--- config.mk ---
export PLATFORM = sky130hd
export DESIGN_NAME = matvec_requant
export DESIGN_NICKNAME = d
export VERILOG_FILES = /design/src/rtl/matvec_requant.sv
export SDC_FILE = /design/constraint.sdc
export NUM_CORES = 1
export LEC_CHECK = 0
export ABC_AREA = 1
export BUFFER_PORTS_ARGS = -buffer_cell sky130_fd_sc_hd__clkbuf_2
export CORE_AREA = 2 2 418 420
export DETAILED_ROUTE_END_ITERATION = 10
export DIE_AREA = 0 0 420 422
export GPL_TIMING_DRIVEN = 0
export PLACE_DENSITY = 0.35
export SYNTH_ARGS = -nofsm -noshare
export SYNTH_HDL_FRONTEND = slang
export SYNTH_SLANG_ARGS = --single-unit
--- constraint.sdc ---
create_clock -name clk -period 57.8 [get_ports clk]
set_input_delay 8.67 -clock clk [delete_from_list [all_inputs] [get_ports clk]]
set_output_delay 8.67 -clock clk [all_outputs]
set_load 0.03 [all_outputs]
--- src/rtl/matvec_requant.sv ---
// Requantisation stage after the matvec wrapper: captures one accumulator vector, adds bias,
// rounds, shifts and saturates per channel, then streams LANES channels per beat. Optional ReLU: MATVEC_REQUANT_RELU_EN.
module matvec_requant #(
  parameter int OUT_C = 32,
  parameter int LANES = 4,
  parameter int ACC_W = 16,
  parameter int OUT_W = 8,
  parameter int SHIFT = 4
) (
  input  logic                     clk,
  input  logic                     rst,
  input  logic                     flush,
  input  logic                     in_valid,
  input  logic [OUT_C*ACC_W-1:0]   in_acc_pack,
  input  logic [OUT_C*ACC_W-1:0]   bias_pack,
  output logic                     in_ready,
  output logic                     out_valid,
  input  logic                     out_ready,
  output logic [LANES*OUT_W-1:0]   out_data,
  output logic                     out_last,
  output logic                     overflow,
  output logic [1:0]               dbg_state
);

  localparam int NG    = OUT_C / LANES;
  localparam int CNT_W = (NG > 1) ? $clog2(NG) : 1;
  localparam int RW    = ACC_W + 2;
  // Half-LSB rounding constant; collapses to zero when SHIFT is 0.
  localparam logic signed [RW-1:0] RND     = RW'((64'd1 << SHIFT) >> 1);
  localparam logic signed [RW-1:0] SAT_MAX = RW'((64'd1 << (OUT_W - 1)) - 64'd1);
  localparam logic signed [RW-1:0] SAT_MIN = ~SAT_MAX;

  typedef enum logic [1:0] {
    S_IDLE  = 2'd0,
    S_SEND  = 2'd1,
    S_DRAIN = 2'd2
  } state_t;

  state_t                   r_state;
  logic [OUT_C*ACC_W-1:0]   r_vec;
  logic [CNT_W-1:0]         r_cnt;
  logic                     r_out_valid;
  logic                     r_out_last;
  logic [LANES*OUT_W-1:0]   r_out_data;
  logic                     r_overflow;
  logic [LANES*OUT_W-1:0]   w_beat;
  logic                     w_last_grp;

  function automatic logic [OUT_W-1:0] requant(input logic [ACC_W-1:0] acc,
                                               input logic [ACC_W-1:0] bias);
    logic signed [RW-1:0] s;
    logic signed [RW-1:0] r;
    s = $signed({{2{acc[ACC_W-1]}}, acc}) + $signed({{2{bias[ACC_W-1]}}, bias});
    r = (s + RND) >>> SHIFT;
`ifdef MATVEC_REQUANT_RELU_EN
    if (r < 0) r = '0;
`endif
    if (r > SAT_MAX) r = SAT_MAX;
    else if (r < SAT_MIN) r = SAT_MIN;
    return r[OUT_W-1:0];
  endfunction

  always_comb begin
    w_beat = '0;
    for (int l = 0; l < LANES; l++) begin
      w_beat[l*OUT_W +: OUT_W] =
        requant(r_vec[(int'(r_cnt) * LANES + l) * ACC_W +: ACC_W],
                bias_pack[(int'(r_cnt) * LANES + l) * ACC_W +: ACC_W]);
    end
  end

  assign w_last_grp = (r_cnt == CNT_W'(NG - 1));

  always_ff @(posedge clk or posedge rst) begin
    if (rst) begin
      r_state     <= S_IDLE;
      r_vec       <= '0;
      r_cnt       <= '0;
      r_out_valid <= 1'b0;
      r_out_last  <= 1'b0;
      r_out_data  <= '0;
      r_overflow  <= 1'b0;
    end else if (flush) begin
      r_state     <= S_IDLE;
      r_cnt       <= '0;
      r_out_valid <= 1'b0;
      r_out_last  <= 1'b0;
    end else begin
      // Any vector offered while not IDLE is lost; the flag stays until reset.
      if (in_valid && r_state != S_IDLE) r_overflow <= 1'b1;
      case (r_state)
        S_IDLE: begin
          if (in_valid) begin
            r_vec   <= in_acc_pack;
            r_cnt   <= '0;
            r_state <= S_SEND;
          end
        end
        S_SEND: begin
          if (!r_out_valid || out_ready) begin
            r_out_data  <= w_beat;
            r_out_valid <= 1'b1;
            r_out_last  <= w_last_grp;
            r_cnt       <= r_cnt + 1'b1;
            if (w_last_grp) r_state <= S_DRAIN;
          end
        end
        S_DRAIN: begin
          if (r_out_valid && out_ready) begin
            r_out_valid <= 1'b0;
            r_out_last  <= 1'b0;
            r_state     <= S_IDLE;
          end
        end
        default: r_state <= S_IDLE;
      endcase
    end
  end

  // Handshake: a beat moves on out_valid && out_ready; data/last hold while stalled.
  assign in_ready  = (r_state == S_IDLE);
  assign out_valid = r_out_valid;
  assign out_data  = r_out_data;
  assign out_last  = r_out_last;
  assign overflow  = r_overflow;
  assign dbg_state = r_state;

endmodule

* Word-level counts from Yosys, hierarchy flattened
Index checks and enable logic that the tools add are counted.
** Storage, ports and cells
- Word-level logic and storage cells :: 82
- Bits in registers :: 552
- Input bits :: 1029
- Output and inout port bits :: 38
** Operators by class
- Mux-type cells :: 25
- Shift operators :: 8
- $add $sub $neg :: 12
- Reduce and logical (&&, ||, !) cells :: 14
- Magnitude comparators :: 8
- Bitwise operators :: 1
- Equality and inequality tests :: 7
** Operator list (number)
- $shiftx 512x11->16 :: 6
- $shiftx 512x10->16 :: 2
- $add 17x5->18 const B :: 4
- $add 16x16->17 :: 4
- $mux 8 :: 8
- $gt 14x8->1 const B :: 4
- $lt 14x8->1 const B :: 4
- $add 5x2->6 const B :: 2
- $ne 3x3->1 const B :: 4
- $reduce_and 3->1 :: 4
- $mux 2 :: 5
- $mux 3 :: 3
- $add 5x1->6 const B :: 1
- $pmux 2 s3 :: 1
- $pmux 3 s2 :: 1
- $reduce_bool 3->1 :: 2
- $mux 1 :: 5
- $pmux 1 s2 :: 2
- $reduce_and 4->1 :: 1
- $add 3x1->3 const B :: 1
- $eq 3x3->1 const B :: 1
- $eq 2x1->1 const B :: 1
- $eq 2x2->1 const B :: 1
- $logic_and 1x1->1 :: 2
- other kinds (6) :: 6

* Depth between registers and ports, before layout
Gate-level depths: netlist (run 1).
- Depth in word-level cells :: 7
- Gate-level depth with buffers :: 26
- Mapped depth without buffers :: 22

* Worst setup path after synthesis (run 1)
Ideal clock, no wire load.
- Kind :: input-to-reg
- Start point :: input port bias_pack[375]
- End point :: register r_out_data[24], in the netlist out_data[24]
- Path buffers :: 0
- Required time :: 57671 ps
- Arrival time :: 10788 ps
- Slack :: 46883 ps
- Stages on the path :: 17
- Cells stage by stage :: o21ai_0 -> o22ai_1 -> nor2_1 -> a31oi_1 -> ha_1 -> ha_1 -> nand2_1 -> inv_1 -> a21oi_1 -> o211a_1 -> nand2_2 -> nand2_1 -> nand2_1 -> nor2_1 -> nand3b_1 -> o21ai_2 -> a21oi_1
** Between the ends
- Word-level cells in the longest chain between the ends :: 6
** RTL lines
- start, declared :: line 15 : input logic [OUT_C*ACC_W-1:0] bias_pack,
- $shiftx 512x11->16 * :: line 68 : bias_pack[(int'(r_cnt) * LANES + l) * ACC_W +: ACC_W]);
- $add 16x16->17 * :: line 53 : s = $signed({{2{acc[ACC_W-1]}}, acc}) + $signed({{2{bias[ACC_W-1]}}, bias});
- $add 17x5->18 * :: line 54 : r = (s + RND) >>> SHIFT;
- $lt 14x8->1 :: line 59 : else if (r < SAT_MIN) r = SAT_MIN;
- $mux 8 :: line 59
- $mux 8 * :: line 58 : if (r > SAT_MAX) r = SAT_MAX;
- end signal, assigned :: line 101 : r_out_data <= w_beat;
- end, declared :: line 44 : logic [LANES*OUT_W-1:0] r_out_data;
Mark *: on every way between the ends. The rest lies on a longest branch, timed or not.
A chain may end at the register's enable or synchronous reset.

* Final worst setup path (run 1)
- Start point :: input port bias_pack[108]
- End point :: register r_out_data[22], in the netlist out_data[22]
Same word-level chain as after synthesis.

==> out/qor.txt, run 1 <==
========================================================================================================
Status .................................................................................... finished clean
Worst hold path startpoint ................................................................     overflow
Mux share of post-synthesis cell area .....................................................        12.0%
Post-synthesis compound-gate area fraction ................................................        19.2%
Static power due to leakage ...............................................................      20.9 nW
CTS Sinks .................................................................................          552
Max-slew violation count ..................................................................            0
Number of buffers on the longest clock path ...............................................            3
Number of I/O port buffers ................................................................         1066
Fraction of the yosys area taken by sequential cells ......................................        41.5%
Worst setup slack for register-to-register paths ..........................................     50.32 ns
Simple-gate share of the synthesized area .................................................        15.6%
Post-route minimum period .................................................................     12.04 ns
Largest net degree at the start of global routing .........................................          112
Worst setup path category ................................................................. input pin to register
RR Startpoint .............................................................................     r_cnt[0]
Synth cell types ..........................................................................           44
EDFF count, synth .........................................................................            0
Worst hold path depth .....................................................................            1
Critical Path Sink Type ...................................................................     register
Power per unit of standard cell area ...................................................... 38.1 mW/mm^2
TritonCTS clock tree ......................................................................        built
DRC Markers ...............................................................................            0
Leading register cell type out of synthesis ............................................... sky130_fd_sc_hd__dfrtp_1
Total Routed Length .......................................................................       247 mm
End of the worst register-to-register path ................................................  out_data[5]
Share of flip-flops with an asynchronous set or reset .....................................         100%
Destination of the critical timing path ................................................... out_data[22]
Max-cap violations ........................................................................            0
Post-synthesis xor/xnor area fraction .....................................................       0.763%
Via/cell ratio ............................................................................         4.68
Full die area .............................................................................   0.177 mm^2
Overall power consumption .................................................................      1.70 mW
Final weighted congestion of routability-driven global placement ..........................        0.953
Root Driver ............................................................................... sky130_fd_sc_hd__clkbuf_16
Worst Path Max Fanout .....................................................................            7
CP Data Arrival Time ......................................................................     12.58 ns
Total count of hold-check failures in the final report ....................................            0
CTS hold repair buffers ...................................................................            0
DP HPWL ...................................................................................       206 mm
Net count after synthesis .................................................................         5162
Maximum vdd ir drop .......................................................................  0.0000227 V
Cell count after placement ................................................................         7413
Number of DRC markers after the initial detailed-route iteration ..........................         2667
Unrepaired setup endpoints after global routing ...........................................        false
Commonest cells after routing, fill and taps aside ........................................ sky130_fd_sc_hd__clkbuf_2 (1080), sky130_fd_sc_hd__nor2_1 (749), sky130_fd_sc_hd__dfrtp_1 (552)
First-pass detailed-route iteration total .................................................            6
Post-synthesis area per instance ..........................................................    8.30 um^2
Required time of the worst setup path .....................................................     58.34 ns
CTS Buf Count .............................................................................           76
Total number of vias ......................................................................        35600
Gates resized, CTS repair .................................................................            0
DIE HEIGHT ................................................................................       422 um
Setup clock skew after layout .............................................................    0.0476 ns
Initial core utilization ..................................................................        19.3%
Later-pin clock latency in the skew report ................................................      0.71 ns
Post-CTS clock slew at the launch and capture registers of the worst setup and hold paths .      0.05 ns
Share of post-route cells with drive strength above 1 .....................................        32.5%
Instance count of the mapped netlist ......................................................         4011
Row Count .................................................................................          153
Area share of the largest cell type after synthesis .......................................        41.5%
Launching element of the worst setup path ................................................. bias_pack[108]
Final TNS setup ...........................................................................         0 ns
Synth Area in Adders ......................................................................        4.59%
Register-to-Register Path Depth ...........................................................           22
H-tree levels .............................................................................            3
Cell Area, Synth ..........................................................................  0.0333 mm^2
Total Nets Final ..........................................................................         6317
Final cell count without fillers ..........................................................         7598
Wire length per cell ......................................................................      32.6 um
Core Region ...............................................................................   0.173 mm^2
Fill count ................................................................................        19200
Fmax ......................................................................................   0.0830 GHz
Number of global-route vias before repair .................................................        35300
Chip width ................................................................................       420 um
Antenna-violating nets left ...............................................................            0
I/O Pins ..................................................................................         1067
Number of synthesized register bits .......................................................          552
Post CTS Setup Buffer Count ...............................................................            0
Area growth from synthesis to layout ......................................................        33.8%
Wire length of the first global-routing pass ..............................................       320 mm
Leading cell type in the layout, fill and taps excluded ................................... sky130_fd_sc_hd__clkbuf_2
Normalized max-slew margin ................................................................        4.74%
Tightest Pin Transition ...................................................................      1.43 ns
Utilization of the core after routing .....................................................        25.8%
Largest family of logic cells by synthesized area ......................................... compound AO/OA/AOI/OAI gates
Number of antenna violations at the first check in global routing .........................          131
Setup Viol. Count Final ...................................................................            0
Kind of launch point of the worst setup path ..............................................    input pin
Cell types occupying the most area after synthesis ........................................ sky130_fd_sc_hd__dfrtp_1 (42%), sky130_fd_sc_hd__mux2_2 (12%), sky130_fd_sc_hd__nor2_1 (8.4%), sky130_fd_sc_hd__o21ai_0 (7.9%), sky130_fd_sc_hd__a21oi_1 (5.0%)
Leading area contributor after synthesis .................................................. sky130_fd_sc_hd__dfrtp_1
Final clock period utilization by the worst path ..........................................        20.8%
Number of warnings reported in the yosys synthesis log ....................................            0
Overflow left after global routing ........................................................            0
Total routing resource utilization after global routing ...................................        27.0%
Class of the most critical hold timing path ............................................... register to register
Worst-case hold slack .....................................................................     0.458 ns
========================================================================================================
## per-stage QoR
| step | setup WS (ns) | cell area (um^2) |
|---|---|---|
| 2_1_floorplan | 33.70 | 33300 |
| 3_3_place_gp | 24.22 | 41500 |
| 3_5_place_dp | 45.38 | 41800 |
| 4_1_cts | 46.07 | 44400 |
| 5_1_grt | 45.89 | 44500 |
| 6_report | 45.76 | 44500 |
## report_power, final
part | internal (mW) | switching, mW | leakage (nW)
clock network | 0.293 | 0.205 | 1.27
registers | 0.476 | 0.0460 | 6.34
logic | 0.230 | 0.447 | 13.2
total | 0.999 | 0.699 | 20.9
## worst min-delay path by stage
stage | endpoint | slack (ns)
2_1_floorplan | r_vec[23] | 0.47
3_3_place_gp | overflow | 0.45
3_5_place_dp | overflow | 0.45
4_1_cts | overflow | 0.47
5_1_grt | overflow | 0.48
6_report | overflow | 0.46
## synthesized netlist by cell type, types with 7 or more instances
cell type,instances
sky130_fd_sc_hd__nand3_2,16
sky130_fd_sc_hd__ha_1,122
sky130_fd_sc_hd__a31oi_1,104
sky130_fd_sc_hd__a21o_1,9
sky130_fd_sc_hd__nand3_1,94
sky130_fd_sc_hd__o22ai_1,78
sky130_fd_sc_hd__o21ai_2,9
sky130_fd_sc_hd__nor4_1,7
sky130_fd_sc_hd__xor2_1,28
sky130_fd_sc_hd__clkbuf_1,206
sky130_fd_sc_hd__o211ai_1,55
sky130_fd_sc_hd__nand2_1,325
sky130_fd_sc_hd__nor2_1,749
sky130_fd_sc_hd__buf_1,31
sky130_fd_sc_hd__mux2_2,355
sky130_fd_sc_hd__a21oi_2,21
sky130_fd_sc_hd__nand2_2,37
sky130_fd_sc_hd__o21ai_0,523
sky130_fd_sc_hd__nand3b_1,8
sky130_fd_sc_hd__dfrtp_1,552
sky130_fd_sc_hd__buf_2,21
sky130_fd_sc_hd__a21oi_1,330
sky130_fd_sc_hd__nor3_1,17
sky130_fd_sc_hd__inv_1,258
## sequential cells by signal, summed over array words and instances, names as in the netlist
signal and flops:
r_vec 512, out_data 32, r_cnt 3, dbg_state 2, out_last 1, out_valid 1
overflow 1
## cells by family after synthesis
| logic type | Yosys count |
|---|---|
| mux | 355 |
| compound gates | 1155 |
| xor+xnor | 29 |
| flops | 552 |
| buf+inv | 530 |
| simple gates | 1268 |
| fa+ha+maj | 122 |
## metal layers
metal  part of all wire [%]  vias up  GRT usage (%)  routed length [um]
met3                    5.2      314           4.33               12900
met4                    2.7       38           7.14                6710
met2                     47     1266           44.6              117000
met1                     45    17800           36.4              111000
li1                       -    16100              -                   -
met5                  0.094        -              0                 232
## cell type report
| type | instances | area [um^2] | share of cell area [%] |
|---|---|---|---|
| diodes | 51 | 128 | 0.287 |
| plain buffers | 269 | 1150 | 2.58 |
| clock buffers | 106 | 2190 | 4.91 |
| clock inverters | 28 | 404 | 0.908 |
| inverters | 261 | 987 | 2.22 |
| multi-input cells | 2929 | 17400 | 39.0 |
| flip-flops and latches | 552 | 13800 | 31.0 |
| well taps | 2325 | 2910 | 6.53 |
| repair buffers | 1077 | 5590 | 12.6 |
## critical path, stage by stage
cell	delay [ns]
sky130_fd_sc_hd__clkbuf_2	0.09
sky130_fd_sc_hd__o21ai_0	1.01
sky130_fd_sc_hd__a31oi_1	0.53
sky130_fd_sc_hd__ha_1	0.44
sky130_fd_sc_hd__ha_1	0.39
sky130_fd_sc_hd__nand2_1	0.14
sky130_fd_sc_hd__nor2_1	0.10
sky130_fd_sc_hd__inv_1	0.07
sky130_fd_sc_hd__nor3_1	0.15
sky130_fd_sc_hd__nand2_1	0.10
sky130_fd_sc_hd__nand2_1	0.07
sky130_fd_sc_hd__nand2_1	0.05
sky130_fd_sc_hd__nand2_1	0.15
sky130_fd_sc_hd__inv_1	0.06
sky130_fd_sc_hd__nor2_1	0.10
sky130_fd_sc_hd__nand2_1	0.18
sky130_fd_sc_hd__nand2_4	0.20
sky130_fd_sc_hd__a21oi_2	0.07
No activity file was read; power rests on OpenSTA's default activity.
==> run 2, diff against run 1 <==
==> constraint.sdc (replaced) <==
create_clock -name clk -period 11.5 [get_ports clk]
set_input_delay 1.725 -clock clk [delete_from_list [all_inputs] [get_ports clk]]
set_output_delay 1.725 -clock clk [all_outputs]
set_load 0.03 [all_outputs]
==> out/qor.txt, run 2 (same netlist as run 1, synthesis figures left out) <==
========================================================================================================
Post CTS Setup Buffer Count ...............................................................            0   unchanged
Critical Path Sink Type ...................................................................     register
Maximum vdd ir drop .......................................................................   0.000107 V   +370%
Antenna-violating nets left ...............................................................            0   unchanged
Total stage count of the critical path ....................................................           22   +4
First-pass detailed-route iteration total .................................................            5   -1
Share of post-route cells with drive strength above 1 .....................................        32.6%   about the same
I/O Pins ..................................................................................         1067   unchanged
Top reg by flops ..........................................................................        r_vec
DIE HEIGHT ................................................................................       422 um   unchanged
DP HPWL ...................................................................................       211 mm   +2.3%
Launching element of the worst setup path .................................................     r_cnt[0]
Overflow left after global routing ........................................................            0   unchanged
Total Routed Length .......................................................................       252 mm   +1.8%
Area growth from synthesis to layout ......................................................        34.4%
Status .................................................................................... complete, but fails checks
CTS hold repair buffers ...................................................................            0   unchanged
Number of antenna violations at the first check in global routing .........................          147   +12%
Gates resized, CTS repair .................................................................            0   unchanged
Placed Area ...............................................................................  0.0420 mm^2   +0.34%
Total number of vias ......................................................................        35700   +0.37%
Area taken by flip-flops and latches ......................................................  0.0138 mm^2   unchanged
Setup clock skew after layout .............................................................    0.0506 ns   +0.00301 ns
Register-to-Register Path Depth ...........................................................           22   unchanged
Worst setup path category ................................................................. register to register
Most frequent cell on the critical path ................................................... sky130_fd_sc_hd__nand2_1
Fill count ................................................................................        19300   +0.54%
Max-slew violation count ..................................................................            0   unchanged
TritonCTS clock tree ......................................................................        built
Clock network fraction of design power ....................................................        29.7%   +0.3 points
H-tree levels .............................................................................            3   unchanged
Cell-by-cell listing of the critical path ................................................. buf_6 -> buf_2 -> buf_2 -> clkbuf_1 -> clkbuf_1 -> o21ai_0 -> a31oi_1 -> ha_1 -> ha_1 -> nand2_1 -> inv_1 -> nand3_1 -> o21ai_2 -> nand2_1 -> nand3_1 -> nand2_1 -> nor2_1 -> nand2_1 -> nor2_1 -> nand2_1 -> nand2_4 -> a21oi_2
Total count of hold-check failures in the final report ....................................            0   unchanged
Kind of launch point of the worst setup path ..............................................     register
Largest net degree at the start of global routing .........................................           38   -66%
Largest delay contributor family on the critical path ..................................... buffers and inverters
CTS Sinks .................................................................................          552   unchanged
Number of global-route vias before repair .................................................        35100   -0.53%
Tightest Pin Transition ...................................................................      1.49 ns   +0.0638 ns
Normalized max-slew margin ................................................................       0.487%   -4.3 points
Root Driver ............................................................................... sky130_fd_sc_hd__clkbuf_16
Class of the most critical hold timing path ............................................... register to register
Combined buffer and inverter count along the critical path ................................            6   +3
Static power due to leakage ...............................................................      20.9 nW   +0.32%
Post-route minimum period .................................................................      7.50 ns
Initial core utilization ..................................................................        19.3%   unchanged
Post-CTS clock slew at the launch and capture registers of the worst setup and hold paths .      0.05 ns   about the same
Required time of the worst setup path .....................................................     12.04 ns   -46.30 ns
Overall power consumption .................................................................      8.61 mW   +410%
Worst Path Max Fanout .....................................................................           10   +3
Wire length per cell ......................................................................      33.1 um   +1.6%
Final weighted congestion of routability-driven global placement ..........................        0.979   +2.8%
Wire length of the first global-routing pass ..............................................       326 mm   +1.7%
RR Startpoint .............................................................................     r_cnt[0]
Violations in the final reports ........................................................... capacitance limit
Later-pin clock latency in the skew report ................................................      0.70 ns   about the same
Max-cap violations ........................................................................            1   +1
Chip width ................................................................................       420 um   unchanged
Min setup slack post-route ................................................................      4.00 ns   -41.76 ns
CTS Buf Count .............................................................................           77   +1.3%
Fmax ......................................................................................    0.133 GHz
Utilization of the core after routing .....................................................        25.9%   +0.13 points
Full die area .............................................................................   0.177 mm^2   unchanged
Sw frac ...................................................................................        41.2%   +0.078 points
Setup Viol. Count Final ...................................................................            0   unchanged
Unrepaired setup endpoints after global routing ...........................................        false
P_sw ......................................................................................      3.55 mW   +410%
CP Data Arrival Time ......................................................................      8.04 ns   -4.54 ns
Row Count .................................................................................          153   unchanged
Worst hold path startpoint ................................................................  out_data[7]
Dpl ws ....................................................................................      3.98 ns   -41.40 ns
Final clock period utilization by the worst path ..........................................        65.2%
Leading cell type in the layout, fill and taps excluded ................................... sky130_fd_sc_hd__clkbuf_2
Via/cell ratio ............................................................................         4.69   +0.11%
Total routing resource utilization after global routing ...................................        27.5%   +0.52 points
Area taken by multi-input logic gates .....................................................  0.0174 mm^2   unchanged
Number of buffers on the longest clock path ...............................................            3   unchanged
Slowest Stage Delay on Critical Path ......................................................      0.97 ns   -0.04 ns
Number of I/O port buffers ................................................................         1066   unchanged
Worst hold path depth .....................................................................            2   +1
Proportion of power drawn by combinational gates ..........................................        39.8%   about the same
Power per unit of standard cell area ......................................................  192 mW/mm^2   +400%
DRC Markers ...............................................................................            0   unchanged
Number of DRC markers after the initial detailed-route iteration ..........................         2547   -4.5%
Worst-path cell with the longest stage delay .............................................. sky130_fd_sc_hd__clkbuf_1
Commonest cells after routing, fill and taps aside ........................................ sky130_fd_sc_hd__clkbuf_2 (1075), sky130_fd_sc_hd__nor2_1 (749), sky130_fd_sc_hd__dfrtp_1 (552)
Post-route cell area ......................................................................  0.0447 mm^2   +0.50%
Total Nets Final ..........................................................................         6328   +0.17%
Sequential share of power .................................................................        30.5%   -0.2 points
Max FFs per register ......................................................................          512   unchanged
Internal Dissipation ......................................................................      5.06 mW   +410%
Core Region ...............................................................................   0.173 mm^2   unchanged
========================================================================================================
-- run 2: stage by stage --
stage | TNS, ns | hold slack, ns | instances
finish | 0 | 0.477 | 7617
global route | 0 | 0.490 | 7602
CTS | 0 | 0.481 | 7562
detailed placement | 0 | 0.468 | 7423
global placement | -1531.44 | 0.445 | 7402
floorplan | 0 | 0.474 | 4011
-- run 2: path summary, 6_finish.rpt --
kind / slack [ns] / end
setup / recovery: 4.00 / out_data[0]
hold / removal: 0.48 / out_data[7]
setup reg to reg: 4.00 / out_data[0]
hold reg to reg: 0.48 / out_data[7]
max in group asynchronous: 8.17 / out_data[24]
min in group asynchronous: 1.04 / r_vec[397]
-- run 2: per-layer routing --
metal  part of all wire, %  wire length (um)  track usage, %
met1                    45            114000            37.5
met2                    47            117000            44.2
met3                   5.1             12700            4.09
met4                   3.2              8180            9.35
met5                 0.083               208               0
-- run 2: layout make-up --
class                   count  area share (%)
multi-input cells        2929            38.8
well taps                2325            6.50
clock inverters            19           0.696
flip-flops and latches    552            30.9
clock buffers             120            5.25
repair buffers           1087            12.8
plain buffers             269            2.55
inverters                 261            2.20
diodes                     55           0.308
-- run 2: power by group through the flow --
stage / clock, mW / combinational [mW] / sequential [mW]
finish: 2.56 / 3.42 / 2.63
global route: 2.69 / 3.74 / 2.68
CTS: 2.63 / 3.42 / 2.63
detailed placement: 0 / 3.41 / 2.66
global placement: 0 / 3.39 / 2.66
floorplan: 0 / 1.95 / 2.68
-- run 2: worst register-to-register path, cell delays in order, from the launching register on --
cell and delay (ns):
sky130_fd_sc_hd__dfrtp_1 0.57, sky130_fd_sc_hd__buf_6 0.31, sky130_fd_sc_hd__buf_2 0.84, sky130_fd_sc_hd__buf_2 0.34, sky130_fd_sc_hd__clkbuf_1 0.89, sky130_fd_sc_hd__clkbuf_1 0.98
sky130_fd_sc_hd__o21ai_0 0.53, sky130_fd_sc_hd__a31oi_1 0.73, sky130_fd_sc_hd__ha_1 0.36, sky130_fd_sc_hd__ha_1 0.38, sky130_fd_sc_hd__nand2_1 0.12, sky130_fd_sc_hd__inv_1 0.10
sky130_fd_sc_hd__nand3_1 0.09, sky130_fd_sc_hd__o21ai_2 0.23, sky130_fd_sc_hd__nand2_1 0.13, sky130_fd_sc_hd__nand3_1 0.09, sky130_fd_sc_hd__nand2_1 0.08, sky130_fd_sc_hd__nor2_1 0.09
sky130_fd_sc_hd__nand2_1 0.07, sky130_fd_sc_hd__nor2_1 0.09, sky130_fd_sc_hd__nand2_1 0.14, sky130_fd_sc_hd__nand2_4 0.17, sky130_fd_sc_hd__a21oi_2 0.07
==> run 3, diff against run 2 <==
--- a/config.mk
+++ b/config.mk
@@ -11,7 +11,7 @@
 export DETAILED_ROUTE_END_ITERATION = 10
 export DIE_AREA = 0 0 420 422
 export GPL_TIMING_DRIVEN = 0
-export PLACE_DENSITY = 0.35
+export PLACE_DENSITY = 0.37
 export SYNTH_ARGS = -nofsm -noshare
 export SYNTH_HDL_FRONTEND = slang
 export SYNTH_SLANG_ARGS = --single-unit
==> constraint.sdc (replaced) <==
create_clock -name clk -period 6.6 [get_ports clk]
set_input_delay 0.99 -clock clk [delete_from_list [all_inputs] [get_ports clk]]
set_output_delay 0.99 -clock clk [all_outputs]
set_load 0.03 [all_outputs]
==> out/qor.txt, run 3 (same netlist as run 1, synthesis figures left out) <==
========================================================================================================
Area taken by flip-flops and latches ......................................................  0.0138 mm^2   unchanged
Initial core utilization ..................................................................        19.3%   unchanged
DIE HEIGHT ................................................................................       422 um   unchanged
Total count of hold-check failures in the final report ....................................            0   unchanged
TritonCTS clock tree ......................................................................        built
Final cell count without fillers ..........................................................         7610   -0.092%
Total Nets Final ..........................................................................         6326   -0.032%
Top reg by flops ..........................................................................        r_vec
Setup Viol. Count Final ...................................................................            0   unchanged
Total routing resource utilization after global routing ...................................        27.2%   -0.33 points
Number of DRC markers after the initial detailed-route iteration ..........................         2978   +17%
Wire length of the first global-routing pass ..............................................       323 mm   -0.70%
Root Driver ............................................................................... sky130_fd_sc_hd__clkbuf_16
Final clock period utilization by the worst path ..........................................        96.4%   +31 points
Antenna-violating nets left ...............................................................            0   unchanged
DRC Markers ...............................................................................            0   unchanged
Power per unit of standard cell area ......................................................  335 mW/mm^2   +74%
DP HPWL ...................................................................................       209 mm   -0.58%
Chip width ................................................................................       420 um   unchanged
Max FFs per register ......................................................................          512   unchanged
End of the worst register-to-register path ................................................  out_data[0]
Static power due to leakage ...............................................................      21.0 nW   +0.28%
Share of post-route cells with drive strength above 1 .....................................        32.8%   +0.26 points
Later-pin clock latency in the skew report ................................................      0.71 ns   about the same
Kind of launch point of the worst setup path ..............................................     register
Launching element of the worst setup path .................................................     r_cnt[0]
RR Startpoint .............................................................................     r_cnt[0]
Number of I/O port buffers ................................................................         1066   unchanged
Placed Area ...............................................................................  0.0420 mm^2   about the same
Largest net degree at the start of global routing .........................................           38   unchanged
Number of global-route vias before repair .................................................        35400   +0.78%
Destination of the critical timing path ...................................................  out_data[0]
Via/cell ratio ............................................................................         4.73   +0.85%
Unrepaired setup endpoints after global routing ...........................................        false
Fill count ................................................................................        19400   +0.41%
Fmax ......................................................................................    0.157 GHz   +18%
Number of buffers on the longest clock path ...............................................            3   unchanged
Dpl ws ....................................................................................    -0.854 ns   -4.83 ns
Area growth from synthesis to layout ......................................................        34.6%
Full die area .............................................................................   0.177 mm^2   unchanged
CTS Sinks .................................................................................          552   unchanged
Final weighted congestion of routability-driven global placement ..........................        0.969   -1.1%
Class of the most critical hold timing path ............................................... input pin to async pin
Post CTS Setup Buffer Count ...............................................................            0   unchanged
Worst Path Max Fanout .....................................................................           20   +10
CP Data Arrival Time ......................................................................      6.91 ns   -1.13 ns
Register-to-Register Path Depth ...........................................................           21   -4.5%
Leading cell type in the layout, fill and taps excluded ................................... sky130_fd_sc_hd__clkbuf_2
First-pass detailed-route iteration total .................................................            7   +2
Core Region ...............................................................................   0.173 mm^2   unchanged
Total Routed Length .......................................................................       249 mm   -1.3%
Worst setup path category ................................................................. register to register
Commonest cells after routing, fill and taps aside ........................................ sky130_fd_sc_hd__clkbuf_2 (1081), sky130_fd_sc_hd__nor2_1 (749), sky130_fd_sc_hd__dfrtp_1 (552)
Area taken by multi-input logic gates .....................................................  0.0174 mm^2   about the same
Number of antenna violations at the first check in global routing .........................          128   -13%
Total number of vias ......................................................................        36000   +0.76%
Post-CTS clock slew at the launch and capture registers of the worst setup and hold paths .      0.06 ns   about the same
Max-slew violation count ..................................................................            1   +1
Violations in the final reports ........................................................... capacitance limit, slew limit
Max-cap violations ........................................................................            1   unchanged
Min setup slack post-route ................................................................     0.235 ns   -3.76 ns
Final TNS setup ...........................................................................         0 ns   unchanged
I/O Pins ..................................................................................         1067   unchanged
Critical Path Sink Type ...................................................................     register
Post-route cell area ......................................................................  0.0448 mm^2   +0.11%
Normalized max-slew margin ................................................................      -0.266%   -0.75 points
Worst setup slack for register-to-register paths ..........................................      0.24 ns   -3.76 ns
Maximum vdd ir drop .......................................................................   0.000198 V   +84%
CTS hold repair buffers ...................................................................            0   unchanged
Status .................................................................................... complete, but fails checks
CTS Buf Count .............................................................................           78   +1.3%
Post-route minimum period .................................................................      6.36 ns   -1.14 ns
Required time of the worst setup path .....................................................      7.15 ns   -4.89 ns
Tightest Pin Transition ...................................................................      1.49 ns   -0.00444 ns
Row Count .................................................................................          153   unchanged
Cell count after placement ................................................................         7423   unchanged
Wire length per cell ......................................................................      32.7 um   -1.2%
Setup clock skew after layout .............................................................    0.0443 ns   -0.00628 ns
H-tree levels .............................................................................            3   unchanged
Overflow left after global routing ........................................................            0   unchanged
Overall power consumption .................................................................      15.0 mW   +74%
========================================================================================================
run 3: cell count changes in the layout (fill, tap and decap cells not counted), moves of 3 or more:
| cell | change |
|---|---|
| sky130_fd_sc_hd__clkinv_2 | +8 |
| sky130_fd_sc_hd__buf_8 | -3 |
| sky130_fd_sc_hd__diode_2 | -5 |
| sky130_fd_sc_hd__clkbuf_1 | -14 |
| sky130_fd_sc_hd__clkbuf_2 | +6 |
run 3: worst max-delay path, stage by stage (launching register included):
cell and delay, ns:
sky130_fd_sc_hd__dfrtp_1 0.62, sky130_fd_sc_hd__buf_6 0.42, sky130_fd_sc_hd__buf_2 0.28, sky130_fd_sc_hd__clkdlybuf4s15_1 0.82, sky130_fd_sc_hd__clkbuf_2 0.67, sky130_fd_sc_hd__o21ai_0 0.31
sky130_fd_sc_hd__a31oi_1 0.81, sky130_fd_sc_hd__ha_1 0.37, sky130_fd_sc_hd__ha_1 0.37, sky130_fd_sc_hd__nand2_1 0.13, sky130_fd_sc_hd__inv_1 0.08, sky130_fd_sc_hd__a21oi_1 0.22
sky130_fd_sc_hd__o211a_1 0.22, sky130_fd_sc_hd__nand2_2 0.08, sky130_fd_sc_hd__nand2_1 0.10, sky130_fd_sc_hd__nand2_1 0.07, sky130_fd_sc_hd__nand2_1 0.08, sky130_fd_sc_hd__nand3_1 0.07
sky130_fd_sc_hd__nor2_1 0.09, sky130_fd_sc_hd__nand2_1 0.10, sky130_fd_sc_hd__nand2_4 0.15, sky130_fd_sc_hd__a21oi_2 0.07
run 3: worst min-delay path by stage:
| stage | from | depth (start not counted) | slack (ns) | end |
|---|---|---|---|---|
| after floorplan | r_vec[23] | 1 | 0.47 | r_vec[23] |
| after global placement | overflow | 1 | 0.44 | overflow |
| after detailed placement | overflow | 1 | 0.46 | overflow |
| after CTS | rst | 2 | 0.19 | r_vec[396] |
| after global routing | rst | 2 | 0.22 | r_vec[396] |
| final | rst | 2 | 0.24 | r_vec[396] |
run 3: where the power goes:
part           internal, mW  switching, mW  leakage [nW]
Combinational          2.02           3.93          13.3
Clock                  2.63           1.82          1.32
Sequential             4.17          0.434          6.34
run 3: routing by layer:
metal	wire length, um	GRT usage, %	vias to the layer above
met1	112000	37.3	18200
met5	230	0	-
met2	116000	44.1	1336
met4	7000	7.85	36
met3	13200	3.93	304
li1	-	-	16200
run 3: through the flow:
step / util, % / hold slack, ns
5_1_grt: 25.9 / 0.216
3_5_place_dp: 24.3 / 0.464
2_1_floorplan: - / 0.474
3_3_place_gp: 24.0 / 0.445
6_report: 25.9 / 0.236
4_1_cts: 25.8 / 0.190
run 3: layout make-up:
class | count | share of cell area [%]
clock buffer | 115 | 5.23
antenna | 50 | 0.279
sequential | 552 | 30.8
multi-input combinational | 2929 | 38.8
clock inverter | 25 | 0.779
buffer | 266 | 2.56
timing repair buffer | 1087 | 12.9
inverter | 261 | 2.20
tap | 2325 | 6.49
run 3: repair_timing:
action / CTS / global route
pin swaps: 0 / 0
resized for setup: 3 / 9
setup endpoints to repair: 31 / 14
cloned: 0 / 0
